## config.mk

```make
export PLATFORM = sky130hd
export DESIGN_NAME = pc_fetch_ctrl_flat
export DESIGN_NICKNAME = d
export VERILOG_FILES = /design/src/rtl/mips_pkg.sv /design/src/rtl/pc_fetch_ctrl_if.sv /design/src/rtl/pc_fetch_ctrl.sv /design/src/flat_wrapper.sv
export SDC_FILE = /design/constraint.sdc
export NUM_CORES = 1
export LEC_CHECK = 0
export CAP_MARGIN = 30
export CORE_MARGIN = 5
export CORE_UTILIZATION = 40
export DETAILED_ROUTE_END_ITERATION = 16
export PLACE_DENSITY = 0.68
export SYNTH_ARGS = -nofsm -noshare
export SYNTH_HDL_FRONTEND = slang
export SYNTH_SLANG_ARGS = --single-unit
export TNS_END_PERCENT = 30
```

## constraint.sdc

```tcl
create_clock -name clk -period 6.11 [get_ports clk]
set_input_delay 0.9165 -clock clk [delete_from_list [all_inputs] [get_ports clk]]
set_output_delay 0.9165 -clock clk [all_outputs]
set_load 0.005 [all_outputs]
```

## src/rtl/mips_pkg.sv

```systemverilog
// mips_pkg: shared fetch-stage types, reset address and redirect-target helper.
package mips_pkg;
    typedef enum logic [1:0] {FETCH, HOLD, DRAIN} fetch_state_e;
    localparam logic [31:0] RESET_PC_DEFAULT = 32'h0000_3000;
    function automatic logic [31:0] pick_target(
        input logic jr_taken, input logic j_taken,
        input logic [31:0] jr_target, input logic [31:0] j_target, input logic [31:0] br_target
    );
        logic [31:0] t;
        t = jr_taken ? jr_target : j_taken ? j_target : br_target;
        return {t[31:2], 2'b00};
    endfunction
endpackage

```

## src/rtl/pc_fetch_ctrl_if.sv

```systemverilog
// pc_fetch_ctrl_if: instruction-memory, decode and redirect signals of the fetch stage.
interface pc_fetch_ctrl_if;
    logic        imem_req;
    logic [31:0] imem_addr;
    logic        imem_ack;
    logic [31:0] imem_rdata;
    logic        if_valid;
    logic        if_ready;
    logic [31:0] if_instr;
    logic [31:0] if_pc;
    logic [31:0] if_npc;
    logic        jr_taken;
    logic [31:0] jr_target;
    logic        j_taken;
    logic [31:0] j_target;
    logic        br_taken;
    logic [31:0] br_target;
    modport master (
        output imem_req, imem_addr, if_valid, if_instr, if_pc, if_npc,
        input  imem_ack, imem_rdata, if_ready, jr_taken, jr_target, j_taken, j_target, br_taken, br_target
    );
    modport slave (
        input  imem_req, imem_addr, if_valid, if_instr, if_pc, if_npc,
        output imem_ack, imem_rdata, if_ready, jr_taken, jr_target, j_taken, j_target, br_taken, br_target
    );
endinterface

```

## src/rtl/pc_fetch_ctrl.sv

```systemverilog
// pc_fetch_ctrl: fetch sequencer issuing one imem request at a time and holding the
// fetched word for decode; redirects during an outstanding request drain it first.
module pc_fetch_ctrl
    import mips_pkg::*;
#(
    parameter logic [31:0] RESET_PC = RESET_PC_DEFAULT
) (
    input logic           clk,
    input logic           reset,
    pc_fetch_ctrl_if.master bus
);
    fetch_state_e state_q, state_d;
    logic [31:0]  pc_q, pc_d, instr_q, instr_d, ifpc_q, ifpc_d, npc_q, npc_d, pend_q, pend_d;
    logic         req_q, req_d, valid_q, valid_d;
    logic         redirect;
    logic [31:0]  target;

    always_comb begin
        redirect = bus.jr_taken | bus.j_taken | bus.br_taken;
        target   = pick_target(bus.jr_taken, bus.j_taken, bus.jr_target, bus.j_target, bus.br_target);
        state_d  = state_q;
        pc_d     = pc_q;
        instr_d  = instr_q;
        ifpc_d   = ifpc_q;
        pend_d   = pend_q;
        case (state_q)
            FETCH: begin
                if (bus.imem_ack && redirect) begin
                    pc_d = target;
                end else if (bus.imem_ack) begin
                    instr_d = bus.imem_rdata;
                    ifpc_d  = pc_q;
                    state_d = HOLD;
                end else if (redirect) begin
                    // address must stay put until the memory acks, so park the target
                    pend_d  = target;
                    state_d = DRAIN;
                end
            end
            HOLD: begin
                if (redirect || bus.if_ready) begin
                    pc_d    = redirect ? target : pc_q + 32'd4;
                    state_d = FETCH;
                end
            end
            DRAIN: begin
                if (bus.imem_ack) begin
                    pc_d    = pend_q;
                    state_d = FETCH;
                end
            end
            default: state_d = FETCH;
        endcase
        npc_d   = ifpc_d + 32'd4;
        req_d   = state_d != HOLD;
        valid_d = state_d == HOLD;
    end

    always_ff @(posedge clk or posedge reset) begin
        if (reset) begin
            state_q <= FETCH;
            pc_q    <= RESET_PC;
            instr_q <= '0;
            ifpc_q  <= RESET_PC;
            npc_q   <= RESET_PC + 32'd4;
            pend_q  <= '0;
            req_q   <= 1'b1;
            valid_q <= 1'b0;
        end else begin
            state_q <= state_d;
            pc_q    <= pc_d;
            instr_q <= instr_d;
            ifpc_q  <= ifpc_d;
            npc_q   <= npc_d;
            pend_q  <= pend_d;
            req_q   <= req_d;
            valid_q <= valid_d;
        end
    end

    assign bus.imem_req  = req_q;
    assign bus.imem_addr = pc_q;
    assign bus.if_valid  = valid_q;
    assign bus.if_instr  = instr_q;
    assign bus.if_pc     = ifpc_q;
    assign bus.if_npc    = npc_q;
endmodule

```

## src/flat_wrapper.sv

```systemverilog
// flat-port wrapper written by rule: the top's interface ports become plain ports
module pc_fetch_ctrl_flat import mips_pkg::*;
#(
    parameter logic [31:0] RESET_PC = RESET_PC_DEFAULT
)
  (clk, reset, bus_imem_req, bus_imem_addr, bus_if_valid, bus_if_instr, bus_if_pc, bus_if_npc, bus_imem_ack, bus_imem_rdata, bus_if_ready, bus_jr_taken, bus_jr_target, bus_j_taken, bus_j_target, bus_br_taken, bus_br_target);
  pc_fetch_ctrl_if bus_i ();
  input logic clk;
  input logic reset;
  output wire logic [$bits(bus_i.imem_req)-1:0] bus_imem_req;
  output wire logic [$bits(bus_i.imem_addr)-1:0] bus_imem_addr;
  output wire logic [$bits(bus_i.if_valid)-1:0] bus_if_valid;
  output wire logic [$bits(bus_i.if_instr)-1:0] bus_if_instr;
  output wire logic [$bits(bus_i.if_pc)-1:0] bus_if_pc;
  output wire logic [$bits(bus_i.if_npc)-1:0] bus_if_npc;
  input wire logic [$bits(bus_i.imem_ack)-1:0] bus_imem_ack;
  input wire logic [$bits(bus_i.imem_rdata)-1:0] bus_imem_rdata;
  input wire logic [$bits(bus_i.if_ready)-1:0] bus_if_ready;
  input wire logic [$bits(bus_i.jr_taken)-1:0] bus_jr_taken;
  input wire logic [$bits(bus_i.jr_target)-1:0] bus_jr_target;
  input wire logic [$bits(bus_i.j_taken)-1:0] bus_j_taken;
  input wire logic [$bits(bus_i.j_target)-1:0] bus_j_target;
  input wire logic [$bits(bus_i.br_taken)-1:0] bus_br_taken;
  input wire logic [$bits(bus_i.br_target)-1:0] bus_br_target;
  assign bus_imem_req = bus_i.imem_req;
  assign bus_imem_addr = bus_i.imem_addr;
  assign bus_if_valid = bus_i.if_valid;
  assign bus_if_instr = bus_i.if_instr;
  assign bus_if_pc = bus_i.if_pc;
  assign bus_if_npc = bus_i.if_npc;
  assign bus_i.imem_ack = bus_imem_ack;
  assign bus_i.imem_rdata = bus_imem_rdata;
  assign bus_i.if_ready = bus_if_ready;
  assign bus_i.jr_taken = bus_jr_taken;
  assign bus_i.jr_target = bus_jr_target;
  assign bus_i.j_taken = bus_j_taken;
  assign bus_i.j_target = bus_j_target;
  assign bus_i.br_taken = bus_br_taken;
  assign bus_i.br_target = bus_br_target;
  pc_fetch_ctrl #(.RESET_PC(RESET_PC)) u_core (.clk(clk), .reset(reset), .bus(bus_i));
endmodule
```

Word level (Yosys, flattened, before mapping)

Cells that the tools add are included.

Flip-flop bits (word level): 162
Output and inout bits: 130

Add/sub/neg operators: 2
Equal/unequal tests: 7
Multiplexer cells: 16
Bitwise logic cells: 4
Reductions and logical operators: 7

Operators with widths:

| operator                                      | number |
|---|---|
| two-way mux 32 bit                            | 9 |
| one-hot mux 32 bit (3 select lines)           | 1 |
| adder 32 x 3 -> 32 bit, second input constant | 2 |
| two-way mux 2 bit                             | 5 |
| AND reduction 4 bit                           | 2 |
| != test 2 x 1 -> 1 bit, second input constant | 3 |
| one-hot mux 2 bit (3 select lines)            | 1 |
| == test 2 x 1 -> 1 bit, second input constant | 2 |
| AND reduction 3 bit                           | 1 |
| nonzero test 3 bit                            | 1 |
| == test 2 bit, second input constant          | 1 |
| zero test 2 bit                               | 1 |
| != test 2 bit, second input constant          | 1 |
| NOT 1 bit                                     | 2 |
| bitwise OR 1 bit                              | 2 |
| logical AND 1 bit                             | 1 |
| logical OR 1 bit                              | 1 |

Longest topological paths before layout

Depth in word-level cells: 7
Mapped depth: 15

Least setup slack after synthesis

Ideal clock, no wire load.

Path type: in2reg
Start: in bus_j_taken
End: reg u_core.npc_q[28], in the netlist u_core.bus.if_npc[28]
Setup time: 0.123 ns
Data arrival time: 3.121 ns
Required time: 5.987 ns
Path slack: 2.866 ns
Stages: 13
Path buffers: 4
Cell sequence: or3_1 > buf_6 > nor2_4 > buf_4 > buf_2 > buf_2 > nand2_1 > nand2_1 > ha_1 > inv_1 > a21oi_1 > nand4_1 > xnor2_1

Longest elaborated chain between the ends: 6

Ends and longest elaborated chain:

| what                           | RTL line            | text |
|---|---|---|
| start, declared                | flat_wrapper.sv:21  | `input wire logic [$bits(bus_i.j_taken)-1:0] bus_j_taken;` |
| bitwise OR 1 bit (2 in series) | pc_fetch_ctrl.sv:19 | `redirect = bus.jr_taken \| bus.j_taken \| bus.br_taken;` |
| logical AND 1 bit              | pc_fetch_ctrl.sv:28 | `if (bus.imem_ack && redirect) begin` |
| two-way mux 32 bit             | pc_fetch_ctrl.sv:28 |  |
| two-way mux 32 bit             | pc_fetch_ctrl.sv:26 | `case (state_q)` |
| via u_core.ifpc_d[3]           | pc_fetch_ctrl.sv:13 | `logic [31:0] pc_q, pc_d, instr_q, instr_d, ifpc_q, ifpc_d, npc_q, npc_d, pend_q, pend_d;` |
| adder 32 x 3 -> 32 bit         | pc_fetch_ctrl.sv:54 | `npc_d = ifpc_d + 32'd4;` |
| via u_core.npc_d[28]           | pc_fetch_ctrl.sv:13 |  |
| end signal, assigned           | pc_fetch_ctrl.sv:65 | `npc_q <= RESET_PC + 32'd4;` |
| end signal, assigned           | pc_fetch_ctrl.sv:74 | `npc_q <= npc_d;` |
| end, declared                  | pc_fetch_ctrl.sv:13 |  |

The timed path passes the listed nets, and every way through them passes these cells.
A chain may end at the register's enable or synchronous reset.

Worst setup path in the final report

Start: in bus_imem_ack
End: reg u_core.npc_q[31], in the netlist u_core.bus.if_npc[31]

Longest elaborated chain between the ends: 4
Elaborated cells between the ends (all ways): 5
Those cells by class: 1 x add/sub; 3 x mux; 1 x reduce/logical

Ends and longest elaborated chain:

| what                                                    | RTL line                                 | text |
|---|---|---|
| start, declared                                         | flat_wrapper.sv:16                       | `input wire logic [$bits(bus_i.imem_ack)-1:0] bus_imem_ack;` |
| two-way mux 32 bit or logical AND 1 bit (tied branches) | pc_fetch_ctrl.sv:30, pc_fetch_ctrl.sv:28 |  |
| two-way mux 32 bit *                                    | pc_fetch_ctrl.sv:28                      |  |
| two-way mux 32 bit *                                    | pc_fetch_ctrl.sv:26                      |  |
| adder 32 x 3 -> 32 bit *                                | pc_fetch_ctrl.sv:54                      |  |
| via u_core.npc_d[31]                                    | pc_fetch_ctrl.sv:13                      |  |

Mark *: on every way through the listed nets, which the timed path passes. The rest lies on a longest branch.

==> key figures <==
Worst setup path
  • CP startpoint kind: input port
  • CP max FO: 43
  • WP data arrival: 3.96 ns
  • CP Capture Type: flop
  • Crit Path Class: input port to flop
  • CP Data Required Time: 6.41 ns

Route
  • Via count: 8079
  • Iteration-0 DRC Markers: 645
  • Final wirelength: 27900 um
  • DRC violations left: 0
  • Pre-antenna DRT Iters: 5
  • Drt wl/cell: 19.0 um
  • Vias/cell: 5.50
  • Post-DRT Antenna Nets: 0

Floorplanning
  • Core ar.: 21200 um2
  • Die area: 24700 um2
  • Site Rows: 53
  • # IOs: 265
  • Chip height: 157 um
  • Die outline width: 157 um
  • Initial Util: 40.9%

Pwr
  • PwrDens: 455 nW/um2
  • Tot Pwr: 5410 uW
  • P_leak: 0.00505 uW
  • Peak supply drop: 0.165 mV

Timing
  • Worst-margin pin slew: 0.935 ns
  • Max-slew violation count: 0
  • Min cycle time layout: 3.66 ns
  • Final setup vio count: 0
  • Setup TNS: 0 ns
  • Final Skew: 0.0160 ns
  • Unrepaired setup endpoints after global routing: no
  • Rel. slew slack: 37.5%
  • Period utilization: 59.9%
  • Final-report hold violation count: 0
  • Fmax: 273 MHz

Clock tree
  • Max Root-Sink Buffers: 2
  • Clock sink total: 156
  • Post_cts resized: 0
  • Root Buffer: clkbuf_16
  • Clock transition at path regs: 0.07 ns
  • Clock Latency Late Sink: 0.43 ns
  • CTS tree: built
  • Cts hold-fix bufs: 0
  • H-tree depth: 4
  • CTS Buf Count: 17
  • Setup Fix Bufs, Post-CTS: 0

Synthesis
  • Top-area cell type share of the netlist area: 42.8%
  • Number of flops mapped to enable cells by yosys: 0
  • Syn Inst Count: 961
  • Cell taking the most area after synthesis: dfrtp_1
  • Commonest cells in the netlist: 235 x nand2_1, 148 x dfrtp_1, 62 x o21ai_0
  • Register area share after synthesis: 45.2%
  • Synth cell types: 73
  • Synth Flop Type: dfrtp_1
  • Post-Synthesis Cell Area: 8660 um2
  • Most numerous cell in the Yosys netlist: nand2_1
  • Largest cells by area after synthesis: dfrtp_1 43%, nand2_1 10%, mux2_2 4.3%
  • Ys async rst share: 100%
  • Syn Area/Cell: 9.01 um2
  • Yosys reg bits: 156
  • Synthesis Warnings: 0

Run status
  • Status: finished, final reports clean

GRT
  • Largest net degree at the start of global routing: 65
  • Total global routing overflow: 0
  • Vias in the first global route: 7913
  • First-pass GRT wire length: 44100 um
  • Initial antenna violation count: 0
  • Total track usage: 22.4%

Placed design
  • Post-placement cell area: 11300 um2
  • GPL Wtd Cong: 0.855
  • IO Port Bufs: 252
  • Hpwl dp: 20600 um

Final layout
  • Finished Cell Area: 11900 um2
  • Area grow syn2layout: 37.5%
  • Antenna cells: 0
  • Layout cells sized above 1: 9.22%
  • Nets: 1321

Worst hold path
  • Worst Hold Class: flop to flop

Job
  • MaxCap Viol Count: 0
[cells in the final DEF (no fill, tap or decap), types with 6 or more instances in the layout]
cell type and n:
clkdlybuf4s50_1 250, nand2_1 234, dfrtp_1 148, o21ai_0 62
nor2_1 42, nand3_1 40, a21oi_1 37, mux2_2 33
mux2i_1 32, xnor2_1 24, nand4_1 20, clkbuf_16 17
and2_1 15, and4_1 13, inv_1 13, a221oi_1 11
buf_4 11, a211oi_1 9, o211ai_1 9, o22a_1 8
a31oi_1 8, a22oi_1 8, and3_1 8, dfstp_2 8
a21bo_2 7, nor3_1 6, o22ai_1 6, inv_6 6
ha_1 6, conb_1 6
[through the flow]
stage | utilization (%) | setup slack, ns | hold slack (ns) | std cells
floorplan | - | 1.00 | 0.442 | 966
global placement | 53.4 | 2.02 | 0.456 | 1434
detailed placement | 53.5 | 2.02 | 0.461 | 1435
CTS | 56.2 | 2.48 | 0.477 | 1467
global route | 56.3 | 2.25 | 0.489 | 1468
finish | 56.3 | 2.45 | 0.471 | 1468
[final timing paths]
check	startpoint	endpoint	slack, ns	cells past startpoint
setup / recovery	bus_imem_ack	u_core.bus.if_npc[31]	2.45	7
hold reg to reg	u_core.bus.if_instr[6]	u_core.bus.if_instr[6]	0.47	2
hold / removal	u_core.bus.if_instr[6]	u_core.bus.if_instr[6]	0.47	2
max in group asynchronous	reset	u_core.bus.imem_req	3.88	4
setup reg to reg	u_core.state_q[0]	u_core.bus.if_npc[31]	2.72	8
min in group asynchronous	reset	u_core.bus.if_instr[10]	0.92	2
[per-layer routing]
layer	vias up	track usage [%]	wire length [um]
met5	-	0	0
li1	3858	-	-
met3	36	4.95	2290
met4	0	6.02	567
met1	3828	32.3	12600
met2	357	34.4	12500
[area by class of cell]
class / count / area [um2]
Multi-Input combinational cell: 725 / 4380
Inverter: 15 / 61.3
Tap cell: 275 / 344
Sequential cell: 156 / 3910
Fill cell: 1905 / 9250
Clock buffer: 20 / 457
Timing Repair Buffer: 265 / 2650
Clock inverter: 12 / 103
[logic make-up (layout without fill, tap and decap cells)]
logic type | after synthesis | in the layout | synth area share [%]
other | 1 | 6 | 0.0433
XOR/XNOR | 27 | 27 | 2.73
AND/OR/NAND/NOR | 401 | 401 | 21.1
adder cells (fa/ha/maj) | 8 | 8 | 1.10
multiplexers | 65 | 65 | 7.99
buffers and inverters | 85 | 312 | 4.58
AO/OA/AOI/OAI | 218 | 218 | 17.3
flip-flops | 156 | 156 | 45.2
[critical path: stages]
cell and delay (ns):
clkdlybuf4s50_1 0.59, and2_1 0.47, nand2_2 0.43, buf_4 0.43
o22ai_2 0.67, nand4_1 0.24, xnor2_1 0.18
[state kept, by name, summed over array words and instances, names as in the netlist]
name                  cells
u_core.bus.if_instr      32
u_core.bus.if_npc        30
u_core.bus.if_pc         30
u_core.bus.imem_addr     30
u_core.pend_q            30
u_core.state_q            2
u_core.bus.if_valid       1
u_core.bus.imem_req       1
[power by group]
part           internal (uW)  switching [uW]
Combinational           1300            1110
Clock                    553             460
Sequential              1530             465
No activity file was read; power rests on OpenSTA's default activity.
==> variant, RTL diff (same flow settings) <==
Re-encode `fetch_state_e` (3 states) as one-hot, 3 bits wide.
--- a/src/rtl/mips_pkg.sv
+++ b/src/rtl/mips_pkg.sv
@@ -2,3 +2,3 @@
 package mips_pkg;
-    typedef enum logic [1:0] {FETCH, HOLD, DRAIN} fetch_state_e;
+    typedef enum logic [2:0] {FETCH = 3'b001, HOLD = 3'b010, DRAIN = 3'b100} fetch_state_e;
     localparam logic [31:0] RESET_PC_DEFAULT = 32'h0000_3000;
Behaviour: no difference found for any inputs over 4 cycles, from zero or initial values and one cycle with reset high; so few cycles prove little.
==> variant against the unedited design <==
- count of clock-buffer cells in the layout unchanged
- synthesized cell count decreased by 3.4%
- combinational power decreased by 25%
- wire length decreased by 3.6%
- area after synthesis decreased by 3.0%
- hold slack improved by 2.9 ps
- setup slack got worse by 390 ps
- sequential cell count increased by 1
- design area decreased by 1.6%
- clock power increased by 4%
- total power decreased by 11%
- fmax decreased by 9.6%
- critical path type unchanged
- critical endpoint is now u_core.bus.if_npc[30]$_DFF_PP0_
- largest power group is now sequential cells
==> variant: results (changes against the unedited design) <==
[global_route]
grt_pass1_vias=7541  ; was 7913
track_usage_pct=22.0  ; was 22.4%
grt_max_degree=86  ; was 65
use_met1_pct=31.9  ; was 32.3%
grt_pass1_wl_um=42100  ; was 44100 um
grt_use_met2_pct=33.3  ; was 34.4%

[placement]
gp_congestion=0.869  ; was 0.855
place_ws_ps=1610  ; was 2020 ps
dpl_cell_area_um2=11100  ; was 11300 um^2

[logic_synthesis]
synth_fa_ha_area_share_pct=0.298  ; was 1.10%
netlist_top_cells_count=nand2_1 (227), dfrtp_1 (148), o21ai_0 (63)  ; was nand2_1 (235), dfrtp_1 (148), o21ai_0 (62)
yosysSeqAreaShare_pct=46.9  ; was 45.2%
synthXorXnorAreaFrac_pct=3.44  ; was 2.73%
avgSynthCellArea_um2=9.06  ; was 9.01 um^2
synth_mux_area_share_pct=8.68  ; was 7.99%
synth_area_leaders=dfrtp_1 (44%), nand2_1 (10%), mux2i_1 (4.5%), mux2_2 (4.2%), o21ai_0 (3.8%)  ; was dfrtp_1 (43%), nand2_1 (10%), mux2_2 (4.3%), mux2i_1 (3.7%), o21ai_0 (3.6%)
synth_compound_area_share_pct=15.8  ; was 17.3%
synth.distinct_cells=72  ; was 73

[run_status]
outcome=completed  ; unchanged

[route]
drt-met1-wl_um=12200  ; was 12600 um
drtIter0Drc=717  ; was 645
wl_met3_um=2240  ; was 2290 um
viasPerCell=5.45  ; was 5.50

[setup_path]
endpoint=u_core.bus.if_npc[30]$_DFF_PP0_  ; was u_core.bus.if_npc[31]$_DFF_PP0_
cp_slowest_cell=o32ai_1  ; was o22ai_2
arrival_ps=4400  ; was 3960 ps
critical-path-max-stage-delay_ps=610  ; was 670 ps
path_max_fanout=37  ; was 43
r2r-start=u_core.state_q[0]$_DFF_PP1_  ; was u_core.state_q[0]$_DFF_PP0_

[sta]
tightest_slew_ps=856  ; was 935 ps
fin_crit_sh_pct=66.3  ; was 59.9%
fin_worst_skew_ps=11.7  ; was 16.0 ps
timing.hold.ws_ps=474  ; was 471 ps

[power_and_ir_drop]
p_leak_nw=4.96  ; was 5.05 nW
combPwrFrac_pct=37.2  ; was 44.4%
internal_power_mw=3.15  ; was 3.38 mW
finalPower_mw=4.83  ; was 5.41 mW
irDropWorstVdd_mv=0.168  ; was 0.165 mV

[layout]
drive_above_1_share_pct=9.04  ; was 9.22%

## variant: cell types whose count changed after synthesis, sizes merged, moves of 7 or more
cell | unedited run | this run
and2 | 15 | 2
a31oi | 8 | 19
nand2 | 235 | 227
xor2 | 3 | 14
buf | 37 | 21
nor3 | 7 | 18
o21a | 1 | 10
a22oi | 9 | 17
a21bo | 7 | 0
clkbuf | 33 | 50
a21oi | 37 | 23
a211oi | 10 | 2
## variant: worst min-delay path, delay by kind of cell (launching register included)
kind / cells / cell delay, ps
DFF: 1 / 340
and+or+nand+nor: 2 / 110
## variant: area by class of cell
| class | count | area [um^2] |
|---|---|---|
| tap | 275 | 344 |
| sequential | 157 | 3940 |
| clock buffer | 20 | 467 |
| multi-input combinational | 691 | 4150 |
| timing repair buffer | 268 | 2650 |
| clock inverter | 12 | 114 |
| fill | 1916 | 9170 |
| inverter | 14 | 57.6 |
